## config.mk

```make
export PLATFORM = sky130hd
export DESIGN_NAME = alu_op_sequencer
export DESIGN_NICKNAME = d
export VERILOG_FILES = /design/src/rtl/alu_op_sequencer.sv
export SDC_FILE = /design/constraint.sdc
export NUM_CORES = 1
export LEC_CHECK = 0
export CAP_MARGIN = 20
export CORE_AREA = 2 2 143 145
export DETAILED_ROUTE_END_ITERATION = 16
export DIE_AREA = 0 0 145 147
export GPL_TIMING_DRIVEN = 0
export PLACE_DENSITY = 0.8
export SLEW_MARGIN = 20
export SYNTH_ARGS = -nofsm -noshare
export SYNTH_HDL_FRONTEND = slang
export SYNTH_SLANG_ARGS = --single-unit
```

## constraint.sdc

```tcl
create_clock -name clk_i -period 2.55 [get_ports clk_i]
set_input_delay 0.51 -clock clk_i [delete_from_list [all_inputs] [get_ports clk_i]]
set_output_delay 0.51 -clock clk_i [all_outputs]
set_load 0.02 [all_outputs]
```

## src/rtl/alu_op_sequencer.sv

```systemverilog
// Sequences a single-cycle AND/OR/ADD ALU to run AND, OR, ADD, SUB, SLT and shift-add MUL.
// Optional: define MUL_EARLY_EXIT_EN to end MUL once the remaining multiplier bits are zero.
module alu_op_sequencer #(
    parameter int unsigned WIDTH     = 32,
    parameter int unsigned MUL_ITERS = 32
) (
    input  logic             clk_i,
    input  logic             rst_ni,
    input  logic             req_valid_i,
    output logic             req_ready_o,
    input  logic [2:0]       req_op_i,
    input  logic [WIDTH-1:0] req_a_i,
    input  logic [WIDTH-1:0] req_b_i,
    output logic             resp_valid_o,
    input  logic             resp_ready_i,
    output logic [WIDTH-1:0] resp_result_o,
    output logic             resp_cout_o,
    output logic             resp_ovf_o,
    output logic             resp_zero_o,
    output logic             resp_err_o,
    output logic [WIDTH-1:0] alu_in1_o,
    output logic [WIDTH-1:0] alu_in2_o,
    output logic             alu_binvert_o,
    output logic             alu_cin_o,
    output logic [1:0]       alu_operation_o,
    input  logic [WIDTH-1:0] alu_result_i,
    input  logic             alu_cout_i
);
    localparam int unsigned IterW = $clog2(MUL_ITERS) + 1;
    localparam logic [2:0] OpAnd = 3'b000;
    localparam logic [2:0] OpOr  = 3'b001;
    localparam logic [2:0] OpAdd = 3'b010;
    localparam logic [2:0] OpSub = 3'b011;
    localparam logic [2:0] OpSlt = 3'b100;
    localparam logic [2:0] OpMul = 3'b101;

    typedef enum logic [1:0] {StIdle, StSingle, StExec, StResp} state_e;

    state_e           state_q;
    logic [2:0]       op_q;
    logic [WIDTH-1:0] acc_q, mcand_q, mplier_q;
    logic [IterW-1:0] iter_q;

    logic [WIDTH-1:0] in2_eff, acc_d, mcand_d, mplier_d;
    logic             ovf, slt_bit, mul_done;

    always_comb begin
        in2_eff  = alu_binvert_o ? ~alu_in2_o : alu_in2_o;
        ovf      = (alu_in1_o[WIDTH-1] == in2_eff[WIDTH-1]) &&
                   (alu_result_i[WIDTH-1] != alu_in1_o[WIDTH-1]);
        slt_bit  = alu_result_i[WIDTH-1] ^ ovf;
        acc_d    = mplier_q[0] ? alu_result_i : acc_q;
        mcand_d  = mcand_q << 1;
        mplier_d = mplier_q >> 1;
`ifdef MUL_EARLY_EXIT_EN
        mul_done = (mplier_d == '0);
`else
        mul_done = (iter_q == IterW'(MUL_ITERS - 1));
`endif
    end

    always_ff @(posedge clk_i or negedge rst_ni) begin
        if (!rst_ni) begin
            state_q         <= StIdle;
            op_q            <= '0;
            acc_q           <= '0;
            mcand_q         <= '0;
            mplier_q        <= '0;
            iter_q          <= '0;
            req_ready_o     <= 1'b1;
            resp_valid_o    <= 1'b0;
            resp_result_o   <= '0;
            resp_cout_o     <= 1'b0;
            resp_ovf_o      <= 1'b0;
            resp_zero_o     <= 1'b0;
            resp_err_o      <= 1'b0;
            alu_in1_o       <= '0;
            alu_in2_o       <= '0;
            alu_binvert_o   <= 1'b0;
            alu_cin_o       <= 1'b0;
            alu_operation_o <= 2'b00;
        end else begin
            unique case (state_q)
                StIdle: begin
                    if (req_valid_i && req_ready_o) begin
                        req_ready_o <= 1'b0;
                        op_q        <= req_op_i;
                        state_q     <= StSingle;
                        case (req_op_i)
                            OpAnd, OpOr, OpAdd, OpSub, OpSlt: begin
                                alu_in1_o       <= req_a_i;
                                alu_in2_o       <= req_b_i;
                                alu_operation_o <= (req_op_i == OpAnd) ? 2'b00 :
                                                   (req_op_i == OpOr)  ? 2'b01 : 2'b10;
                                alu_binvert_o   <= (req_op_i == OpSub) || (req_op_i == OpSlt);
                                alu_cin_o       <= (req_op_i == OpSub) || (req_op_i == OpSlt);
                            end
                            OpMul: begin
                                alu_in1_o       <= '0;
                                alu_in2_o       <= req_a_i;
                                alu_operation_o <= 2'b10;
                                alu_binvert_o   <= 1'b0;
                                alu_cin_o       <= 1'b0;
                                acc_q           <= '0;
                                mcand_q         <= req_a_i;
                                mplier_q        <= req_b_i;
                                iter_q          <= '0;
                                state_q         <= StExec;
                            end
                            default: ; // illegal opcode leaves the ALU untouched
                        endcase
                    end
                end
                StSingle: begin
                    state_q      <= StResp;
                    resp_valid_o <= 1'b1;
                    resp_cout_o  <= 1'b0;
                    resp_ovf_o   <= 1'b0;
                    resp_err_o   <= 1'b0;
                    case (op_q)
                        OpAnd, OpOr: begin
                            resp_result_o <= alu_result_i;
                            resp_zero_o   <= (alu_result_i == '0);
                        end
                        OpAdd, OpSub: begin
                            resp_result_o <= alu_result_i;
                            resp_zero_o   <= (alu_result_i == '0);
                            resp_cout_o   <= alu_cout_i;
                            resp_ovf_o    <= ovf;
                        end
                        OpSlt: begin
                            resp_result_o <= {{(WIDTH-1){1'b0}}, slt_bit};
                            resp_zero_o   <= !slt_bit;
                        end
                        default: begin
                            resp_result_o <= '0;
                            resp_zero_o   <= 1'b1;
                            resp_err_o    <= 1'b1;
                        end
                    endcase
                end
                StExec: begin
                    // Next iteration's ALU operands follow the updated accumulator.
                    acc_q     <= acc_d;
                    mcand_q   <= mcand_d;
                    mplier_q  <= mplier_d;
                    iter_q    <= iter_q + 1'b1;
                    alu_in1_o <= acc_d;
                    alu_in2_o <= mcand_d;
                    if (mul_done) begin
                        state_q       <= StResp;
                        resp_valid_o  <= 1'b1;
                        resp_result_o <= acc_d;
                        resp_zero_o   <= (acc_d == '0);
                        resp_cout_o   <= 1'b0;
                        resp_ovf_o    <= 1'b0;
                        resp_err_o    <= 1'b0;
                    end
                end
                StResp: begin
                    if (resp_ready_i) begin
                        resp_valid_o <= 1'b0;
                        req_ready_o  <= 1'b1;
                        state_q      <= StIdle;
                    end
                end
                default: state_q <= StIdle;
            endcase
        end
    end
endmodule

```

### Word-level counts from Yosys, hierarchy flattened

Index checks and enable logic that the tools add are counted.

* register bits: 211
* input bits: 104

* equal/unequal tests: 20
* add/sub/neg operators: 1
* reductions and logical operators: 26
* bitwise logic cells: 2
* muxes and demuxes: 48

Operators by type and width (number)
* 32-bit case mux with 2 select lines: 8
* 32-bit two-way mux: 9
* 32-bit zero test: 2
* 31-bit two-way mux: 2
* 31-bit case mux with 2 select lines: 1
* 32-bit NOT: 1
* 3-bit AND reduction: 6
* 1-bit case mux with 2 select lines: 7
* 3-bit by 2-bit == test with 1-bit output (second input constant): 4
* 2-bit two-way mux: 6
* 6-bit two-way mux: 2
* 6-bit case mux with 2 select lines: 1
* 5-bit OR reduction: 2
* 3-bit == test (second input constant): 3
* 1-bit two-way mux: 9
* 2-bit case mux with 4 select lines: 1
* 2-bit nonzero test: 4
* 6-bit by 1-bit adder with 6-bit output (second input constant): 1
* 3-bit by 1-bit == test with 1-bit output (second input constant): 2
* 6-bit by 5-bit == test with 1-bit output (second input constant): 1
* 3-bit zero test: 2
* 2-bit != test (second input constant): 3
* 2-bit == test (second input constant): 2
* 2-bit case mux with 2 select lines: 1
* 15 further kinds: 17

### Longest topological paths before layout

Gate-level depths: netlist (run 1).

* depth in word-level cells: 8
* depth in mapped cells: 9
* gate-level depth less buffers: 7

### Least setup slack after synthesis (run 1)

No wires, ideal clock.

* path type: reg2reg
* start point: register state_q[0]
* end point: register alu_in2_o[31]
* slack: 0.703 ns
* arrival: 1.711 ns
* stages on the path, launching flop included: 10
* clock period less this slack: 1.847 ns
* buffers on the path: 2
* required time: 2.414 ns
* path through: dfrtp_1 -> inv_1 -> ha_1 -> nand3_1 -> a21oi_1 -> nor2_2 -> buf_2 -> buf_6 -> nand2_1 -> o21ai_0

* longest elaborated chain between the ends: 3
* elaborated cells between the ends (all ways): 7
* those cells by class: eq/ne (3); mux (1); reduce/logical (3)

Ends and longest elaborated chain
* from (decl): line 39 `state_e state_q;`
* from (signal assigned): line 64 `state_q <= StIdle;`
* from (signal assigned): line 88 `state_q <= StSingle;`
* from (signal assigned): line 108 `state_q <= StExec;`
* 2-bit zero test or 2-bit == test (tied branches): line 83 `unique case (state_q)`
* 3-bit by 1-bit != test with 1-bit output (no line) (tied with other cells)
* 3-bit AND reduction (no line)
* to (signal assigned): line 92 `alu_in2_o <= req_b_i;`
* to (signal assigned): line 100 `alu_in2_o <= req_a_i;`
* to (signal assigned): line 149 `alu_in2_o <= mcand_d;`
* to (decl): line 22 `output logic [WIDTH-1:0] alu_in2_o,`

Parallel ways exist; a longest one is shown, timed or not.
A chain may end at the register's enable or synchronous reset.

### Final worst setup path (run 1)

* start point: input port req_op_i[1]
* end point: register acc_q[22]

* longest elaborated chain between the ends: 3

Ends and longest elaborated chain
* from (decl): line 11 `input logic [2:0] req_op_i,`
* 3-bit == test: line 89 `case (req_op_i)`
* 2-bit by 1-bit != test with 1-bit output (no line)
* 3-bit AND reduction (no line)
* to (signal assigned): line 66 `acc_q <= '0;`
* to (signal assigned): line 104 `acc_q <= '0;`
* to (signal assigned): line 144 `acc_q <= acc_d;`
* to (decl): line 41 `logic [WIDTH-1:0] acc_q, mcand_q, mplier_q;`

Every way passes these cells.

==> metrics, run 1 <==
status finished, final reports clean; startpoint type of the worst setup path primary input; Rows 52; Root Driver clkbuf_16; Layout area overhead 32.21%; gp weighted congestion 0.9224; CTS tree done; initial core utilization 0.5102; cts bufs inserted 23; Setup WS post-layout 84.24 ps; period utilization 0.9670; syn_nets 1,256; RSZ-0062 raised after global routing no; top-count cell post-synth nand2_1; via count 9,753; ANT nets after route 0; mapped cell area 10,120 um^2; HPWL after DPL 24,460 um; Req. time, crit path 2990 ps; final setup vio count 0; first-pass GRT wire length 51,860 um; area of the multi-input gates 4446 um^2; drt pass-1 iters 6; worst slack, placed -305.0 ps; Max-slew headroom 0.5141; GRT Residual Overflow 0; Syn Area/Cell 8.826 um^2; Clock Pin Slew Worst Setup and Hold Paths 60 ps; placed cells 1,628; Non-Filler Instances 1,667; worst slew pin tran 728.9 ps; largest net degree at the start of global routing 79; gr usage total 0.3046; Synth warnings 0; Synth cell types 41; core area 19,840 um^2; Slew Limit Fails 0; IO Count 210; Synth Area in Simple Gates 0.1730; Pwr Density 535.4 nW/um^2; final net count 1,493; Critical Path End Type flop; Pleak 5.799 nW; Synth top area share 0.5191; number of synthesized flops with an enable pin 0; post-synthesis sequential area ratio 0.5217; CP Max Fanout 10; Final Core Density 0.6745; DR vias/cell 5.851; average routed wire per standard cell 19.64 um; Die X 145 um; # Max-Cap Violations 0; Crit Path Class in -> reg; Final Hold Viols 0; Worst Hold Class reg -> reg; top_reg_cell synth dfrtp_1; Iter 0 DRT Violations 1,026; Synth Area in XOR/XNOR 0.003461; postcts setup bufs 0; Worst VDD drop 397.0 uV; register area 5281 um^2; Yosys reg bits 211; largest family of logic cells by synthesized area simple AND/OR/NAND/NOR gates; Async S/R FF share, synth 1.000; final WL 32,740 um; complex-gate fraction of the synthesized area 0.1592; DR DRC count 0; synth cell count leaders nand2_1 (343), dfrtp_1 (210), o21ai_0 (156); Post-Syn Instances 1,147; Die Y 147 um; diode count 0; Die Area 21,320 um^2; H-tree Lvls 1; Max Clock Skew 8.127 ps; layout cells sized above 1 0.05870; CTS Sinks 211; Max clock buf depth 3; Synth area leader dfrtp_1; top cells by area, synth dfrtp_1 (52%), nand2_1 (13%), mux2i_1 (9.5%); Final min period 2466 ps; FMAX 405.6 MHz; IO Port Bufs 209; fill count 1,591; Arr. time, crit path 2910 ps; adder-cell share of the synthesized area 0.007168; vias in the first global route 9,476; post-synthesis mux area share 0.09492; worst skew pair latency 510 ps; initial antenna violation count 0
-- worst paths after layout --
check	start	slack, ps	endpoint	cells past startpoint
min in group asynchronous	rst_ni	540	alu_in2_o[13]$_DFFE_PN0P_	2
max in group asynchronous	rst_ni	1230	req_ready_o$_DFFE_PN1P_	3
hold reg to reg	op_q[0]$_DFFE_PN0P_	480	op_q[0]$_DFFE_PN0P_	2
setup / recovery	req_op_i[1]	80	acc_q[22]$_DFFE_PN0P_	6
setup reg to reg	state_q[0]$_DFFE_PN0P_	170	acc_q[22]$_DFFE_PN0P_	7
hold / removal	op_q[0]$_DFFE_PN0P_	480	op_q[0]$_DFFE_PN0P_	2
-- registers in the layout (all words and copies together) (netlist names) --
| signal | flops |
|---|---|
| alu_in1_o | 32 |
| resp_zero_o | 1 |
| alu_operation_o | 2 |
| mcand_q | 31 |
| resp_valid_o | 1 |
| op_q | 3 |
| alu_cin_o | 1 |
| req_ready_o | 1 |
| iter_q | 6 |
| resp_ovf_o | 1 |
| resp_err_o | 1 |
| acc_q | 32 |
| resp_result_o | 32 |
| alu_in2_o | 32 |
| mplier_q | 32 |
| resp_cout_o | 1 |
| state_q | 2 |
-- metrics by stage --
stage / hold WS, ps / power, W / TNS (ps) / cell area (um^2)
floorplan: 214.4 / 0.003539 / 0 / 10120
global placement: 461.0 / 0.003861 / -1675140 / 12550
detailed placement: 470.7 / 0.003875 / -14490 / 12610
CTS: 483.1 / 0.007169 / 0 / 13370
global route: 499.8 / 0.007372 / 0 / 13380
finish: 478.6 / 0.007165 / 0 / 13380
-- report_power, final --
part	internal, W	switching, W
clock network	0.00202	0.00132
registers	0.00335	0
logic	0.000222	0.000251
total	0.00559	0.00157
-- layout make-up --
cell class                      count  area share
Inverter                            6    0.001683
Tap cell                          270     0.02524
Clock buffer                       35     0.05086
Buffer                             77     0.02907
Timing Repair Buffer              212      0.1615
Clock inverter                      3    0.004861
Sequential cell                   211      0.3946
Multi-Input combinational cell    853      0.3321
-- worst max-delay path, cell delays in order --
cell,delay (ps)
clkdlybuf4s50_1,530
nand3b_1,550
o22ai_2,600
clkbuf_1,480
nand2_1,130
nand2_1,90
-- cell usage in the layout, fill, tap and decap left out, types with 6 or more instances in the layout --
master             n
o21ai_0          156
nand2_1          343
clkbuf_1          40
nand3_1            7
a21oi_1          133
nand4_1            6
clkdlybuf4s50_1  208
nor4_1            14
buf_2             22
dfrtp_1          210
nor2_1            44
clkbuf_16         23
o21ai_1           11
buf_4             11
mux2i_1           96
clkbuf_8           6
-- logic make-up after synthesis --
| group | Yosys count |
|---|---|
| compound gates | 312 |
| xor+xnor | 4 |
| fa+ha+maj | 6 |
| buf+inv | 83 |
| flops | 211 |
| mux | 96 |
| simple gates | 435 |
-- per-layer routing --
metal	share of wire	vias to the layer above	GRT usage
met2	0.47	543	0.5005
li1	-	4375	-
met3	0.083	88	0.04969
met1	0.41	4747	0.4106
met5	0	-	0
met4	0.036	0	0.1158
-- what timing repair did --
item / CTS / global route
gates resized for setup: 0 / 5
setup endpoints to repair: 0 / 83
hold endpoints to repair: 56 / 0
hold buffers: 1 / 0
Power figures use the tool's default switching activity.
==> run 2: changes to the inputs <==
clock period = 2.5 ns   (was 2.55 ns; I/O delays follow)
==> run 2 against run 1 <==
First-iteration DRC count grew 2.4%. Non-clock buffer count is the same. Hold slack is essentially flat. Largest power group unchanged. Clock power grew 2%. Critical path depth is the same.
==> metrics, run 2 (same netlist as run 1, synthesis figures left out) <==
status finished, final reports clean; CTS tree done; final setup vio count 0; commonest non-fill, non-tap cell in the layout nand2_1; Final Core Density 0.6745; Clock Pin Slew Worst Setup and Hold Paths 60 ps; Max-slew headroom 0.5005; CTS Sinks 211; core area 19,840 um^2; Req. time, crit path 2940 ps; initial core utilization 0.5102; Pwr Density 546.4 nW/um^2; Iter 0 DRT Violations 1,051; hold_sp alu_in1_o[18]$_DFFE_PN0P_; drt pass-1 iters 8; DR vias/cell 5.843; initial antenna violation count 0; cts bufs inserted 23; worst slew pin tran 749.3 ps; vias in the first global route 9,482; HPWL after DPL 24,460 um; first-pass GRT wire length 51,890 um; # Max-Cap Violations 0; Critical Path Start req_op_i[2]; via count 9,740; Layout area overhead 32.22%; final WL 32,760 um; Die Y 147 um; final net count 1,493; Worst Hold Class reg -> reg; RSZ-0062 raised after global routing yes; Rows 52; period utilization 0.9718; average routed wire per standard cell 19.65 um; ANT nets after route 0; postcts setup bufs 0; gp weighted congestion 0.9224; Worst VDD drop 401.2 uV; Slew Limit Fails 0; Critical Path End Type flop; worst skew pair latency 510 ps; Tot Pwr 0.007314 W; reg2reg start state_q[0]$_DFFE_PN0P_; diode count 0; worst slack, placed -345.0 ps; Setup WS post-layout 70.48 ps; DR DRC count 0; Root Driver clkbuf_16; Final Hold Viols 0; Pleak 5.802 nW; Max clock buf depth 3; H-tree Lvls 1; largest net degree at the start of global routing 79; startpoint type of the worst setup path primary input; Max Clock Skew 9.261 ps; Arr. time, crit path 2870 ps; Crit Path Class in -> reg; Die X 145 um; layout cells sized above 1 0.05941; gr usage total 0.3048; CP Max Fanout 10; FMAX 411.6 MHz; Die Area 21,320 um^2; commonest cells after routing, fill and taps aside nand2_1 (343), dfrtp_1 (210), clkdlybuf4s50_1 (208); IO Count 210; Final min period 2430 ps; GRT Residual Overflow 0; IO Port Bufs 209
-- run 2: cell count changes in the layout (fill, tap and decap cells not counted) --
cell,before,now
clkbuf_2,1,2
clkbuf_1,40,39
-- run 2: metal layers --
metal | track usage | up-vias | share of wire
li1 | - | 4372 | -
met4 | 0.1158 | 0 | 0.037
met3 | 0.04969 | 91 | 0.083
met2 | 0.5005 | 538 | 0.47
met5 | 0 | - | 0
met1 | 0.4112 | 4739 | 0.41
-- run 2: metrics by stage --
step	hold slack, ps	std cells	area, um^2	setup TNS (ps)
6_report	479.0	1667	13390	0
5_1_grt	499.8	1667	13390	-22.24
4_1_cts	483.1	1667	13370	0
3_5_place_dp	470.7	1628	12610	-20920
3_3_place_gp	461.0	1626	12550	-1689910
2_1_floorplan	204.4	1147	10120	0
-- run 2: path summary, 6_finish.rpt --
check	end	slack, ps	cells after the start
worst max register to register	acc_q[22]$_DFFE_PN0P_	140	7
worst max-delay path	acc_q[22]$_DFFE_PN0P_	70	6
min in group asynchronous	alu_in2_o[12]$_DFFE_PN0P_	520	2
worst min register to register	alu_in1_o[18]$_DFFE_PN0P_	480	2
worst min-delay path	alu_in1_o[18]$_DFFE_PN0P_	480	2
max in group asynchronous	req_ready_o$_DFFE_PN1P_	1180	3
-- run 2: final cells by class --
class | count | area [um^2]
fill | 1594 | 6459
inverter | 6 | 22.52
clock inverter | 3 | 65.06
tap | 270 | 337.8
multi-input combinational | 853 | 4446
timing repair buffer | 212 | 2162
buffer | 77 | 390.4
sequential | 211 | 5281
clock buffer | 35 | 680.7
-- run 2: worst max-delay path, stage by stage --
cell and delay [ps]:
clkdlybuf4s50_1 630, nand3b_1 460, o22ai_2 590, clkbuf_1 480, nand2_1 130, nand2_1 90
-- run 2: power breakdown --
part / internal [W] / switching (W) / total [W] / leakage [nW]
registers: 0.00342 / 0 / 0.00342 / 2.76
clock network: 0.00206 / 0.00135 / 0.00341 / 0.366
logic: 0.000227 / 0.000257 / 0.000484 / 2.67
total: 0.00571 / 0.00161 / 0.00731 / 5.80
-- run 2: what timing repair did --
item / 4_1_cts / 5_1_grt
resized for setup: 1 / 6
hold buffers: 1 / 0
endpoints found under the hold margin: 56 / 0
endpoints found under the setup margin: 1 / 84
==> run 3: changes to the inputs <==
CORE_AREA = 2 2 133 135   (was 2 2 143 145)
DIE_AREA = 0 0 135 137   (was 0 0 145 147)
DONT_BUFFER_PORTS = 1   (was not set)
HOLD_SLACK_MARGIN = 0.15   (was not set)
PLACE_DENSITY = 0.75   (was 0.8)
==> run 3 against run 2 <==
Sequential share of layout area rose by 7.8 points. Final cell count shrank 15%. Count of clock-buffer cells in the layout rose by 2. Critical path type is now reg -> reg. Via count is 12% lower. Total power decreased by 6.6%. Cell area is 16% lower. The run now ends with hold timing left. Non-clock buffer count fell by 207. Highest routed layer unchanged. Largest cell class unchanged. Combinational power is 63% lower. Routed wire length shrank 6.7%.
==> metrics, run 3 (same netlist as run 1, synthesis figures left out) <==
status finished with violations; violated checks hold timing; crit path cell chain inv_1 > ha_1 > buf_2 > buf_2 > buf_1 > a21oi_1 > o21ai_0; Max clock buf depth 3; commonest cells after routing, fill and taps aside nand2_1 (343), dfrtp_1 (210), o21ai_0 (156); Final Core Density 0.6554; Pwr Density 610.8 nW/um^2; Clock Pin Slew Worst Setup and Hold Paths 60 ps; # Max-Cap Violations 0; CP Max Fanout 10; RSZ-0062 raised after global routing no; CP peak stage delay 660 ps; Pleak 4.966 nW; cts bufs inserted 23; Arr. time, crit path 2840 ps; core area 17,060 um^2; period utilization 0.9672; Slew Limit Fails 0; Rows 48; commonest non-fill, non-tap cell in the layout nand2_1; via count 8,593; Die Area 18,500 um^2; hold_buf cts 5; DR DRC count 0; average routed wire per standard cell 21.58 um; drt pass-1 iters 5; layout cells sized above 1 0.06549; Final min period 2418 ps; Worst VDD drop 430.7 uV; IO Count 210; CTS tree done; IO Port Bufs 0; Critical Path End Type flop; DR vias/cell 6.069; startpoint type of the worst setup path flop; FMAX 413.6 MHz; Worst Hold Class in -> async; final WL 30,550 um; Root Driver clkbuf_16; GRT Residual Overflow 0; Layout area overhead 10.43%; initial antenna violation count 0; CP most frequent cell buf_2; Req. time, crit path 2920 ps; final net count 1,286; Non-Filler Instances 1,416; Iter 0 DRT Violations 818; hold_ws -320.0 ps; Crit Path Class reg -> reg; HPWL after DPL 22,190 um; initial core utilization 0.5935; first-pass GRT wire length 46,570 um; slowest library cell on the worst path buf_1; worst slew pin tran 832.3 ps; vias in the first global route 8,321; final setup vio count 0; ANT nets after route 0; diode count 0; Final Hold Viols 211; Tot Pwr 0.006828 W; Die X 135 um; worst skew pair latency 510 ps; CTS Sinks 211; gr usage total 0.3270; largest net degree at the start of global routing 212; placed cells 1,372; gp weighted congestion 0.8828; Die Y 137 um; H-tree Lvls 1; Max Clock Skew 12.14 ps; Max-slew headroom 0.4451
==> run 3: worst max-delay path, delay by kind of cell, from the launching register on <==
family / cells / cell delay, ps
buf+inv: 4 / 1310
fa+ha+maj: 1 / 150
compound gates: 2 / 480
flops: 1 / 390
==> run 3: what timing repair did <==
action | in CTS | in global routing
endpoints found under the hold margin | 216 | 211
buffers inserted | 0 | 0
resized for setup | 2 | 3
endpoints found under the setup margin | 50 | 47
pin swaps | 0 | 0
==> run 3: final timing paths <==
path | start | endpoint | slack, ps | cells after the start
max in group asynchronous | rst_ni | req_ready_o$_DFFE_PN1P_ | 2530 | 0
min | rst_ni | resp_result_o[22]$_DFFE_PN0P_ | -320 | 0
max reg2reg | state_q[0]$_DFFE_PN0P_ | alu_in2_o[24]$_DFFE_PN0P_ | 80 | 7
max | state_q[0]$_DFFE_PN0P_ | alu_in2_o[24]$_DFFE_PN0P_ | 80 | 7
min in group clk_i | req_op_i[0] | alu_operation_o[0]$_DFFE_PN0P_ | 160 | 1
min reg2reg | mplier_q[27]$_DFFE_PN0P_ | mplier_q[27]$_DFFE_PN0P_ | 480 | 2
==> run 3: cell type report <==
type / count / area, um^2
clock buffers: 37 / 688.2
flip-flops and latches: 211 / 5281
well taps: 225 / 281.5
multi-input cells: 853 / 4453
repair buffers: 5 / 50.05
clock inverters: 2 / 13.76
plain buffers: 77 / 389.1
inverters: 6 / 22.52
fillers: 1447 / 5877
==> run 3: stage by stage <==
stage,setup slack [ps],instance area (um^2),setup TNS (ps),hold WS (ps)
final,82.08,11180,0,-320.0
after global routing,0.9275,11180,0,-324.8
after CTS,128.1,11170,0,-320.4
after detailed placement,-99.42,10410,-2667,212.5
after global placement,-57.38,10410,-1326,210.7
after floorplan,652.7,10120,0,204.4
==> run 3: where the power goes <==
part	internal [W]	total (W)	switching [W]
Combinational	0.0000833	0.000179	0.0000962
Sequential	0.00342	0.00342	0
Clock	0.00187	0.00323	0.00136
==> run 3: layer usage <==
layer	global-route usage	part of all wire
met1	0.4468	0.41
met2	0.5071	0.45
met3	0.1004	0.11
met4	0.09664	0.026
met5	0	0
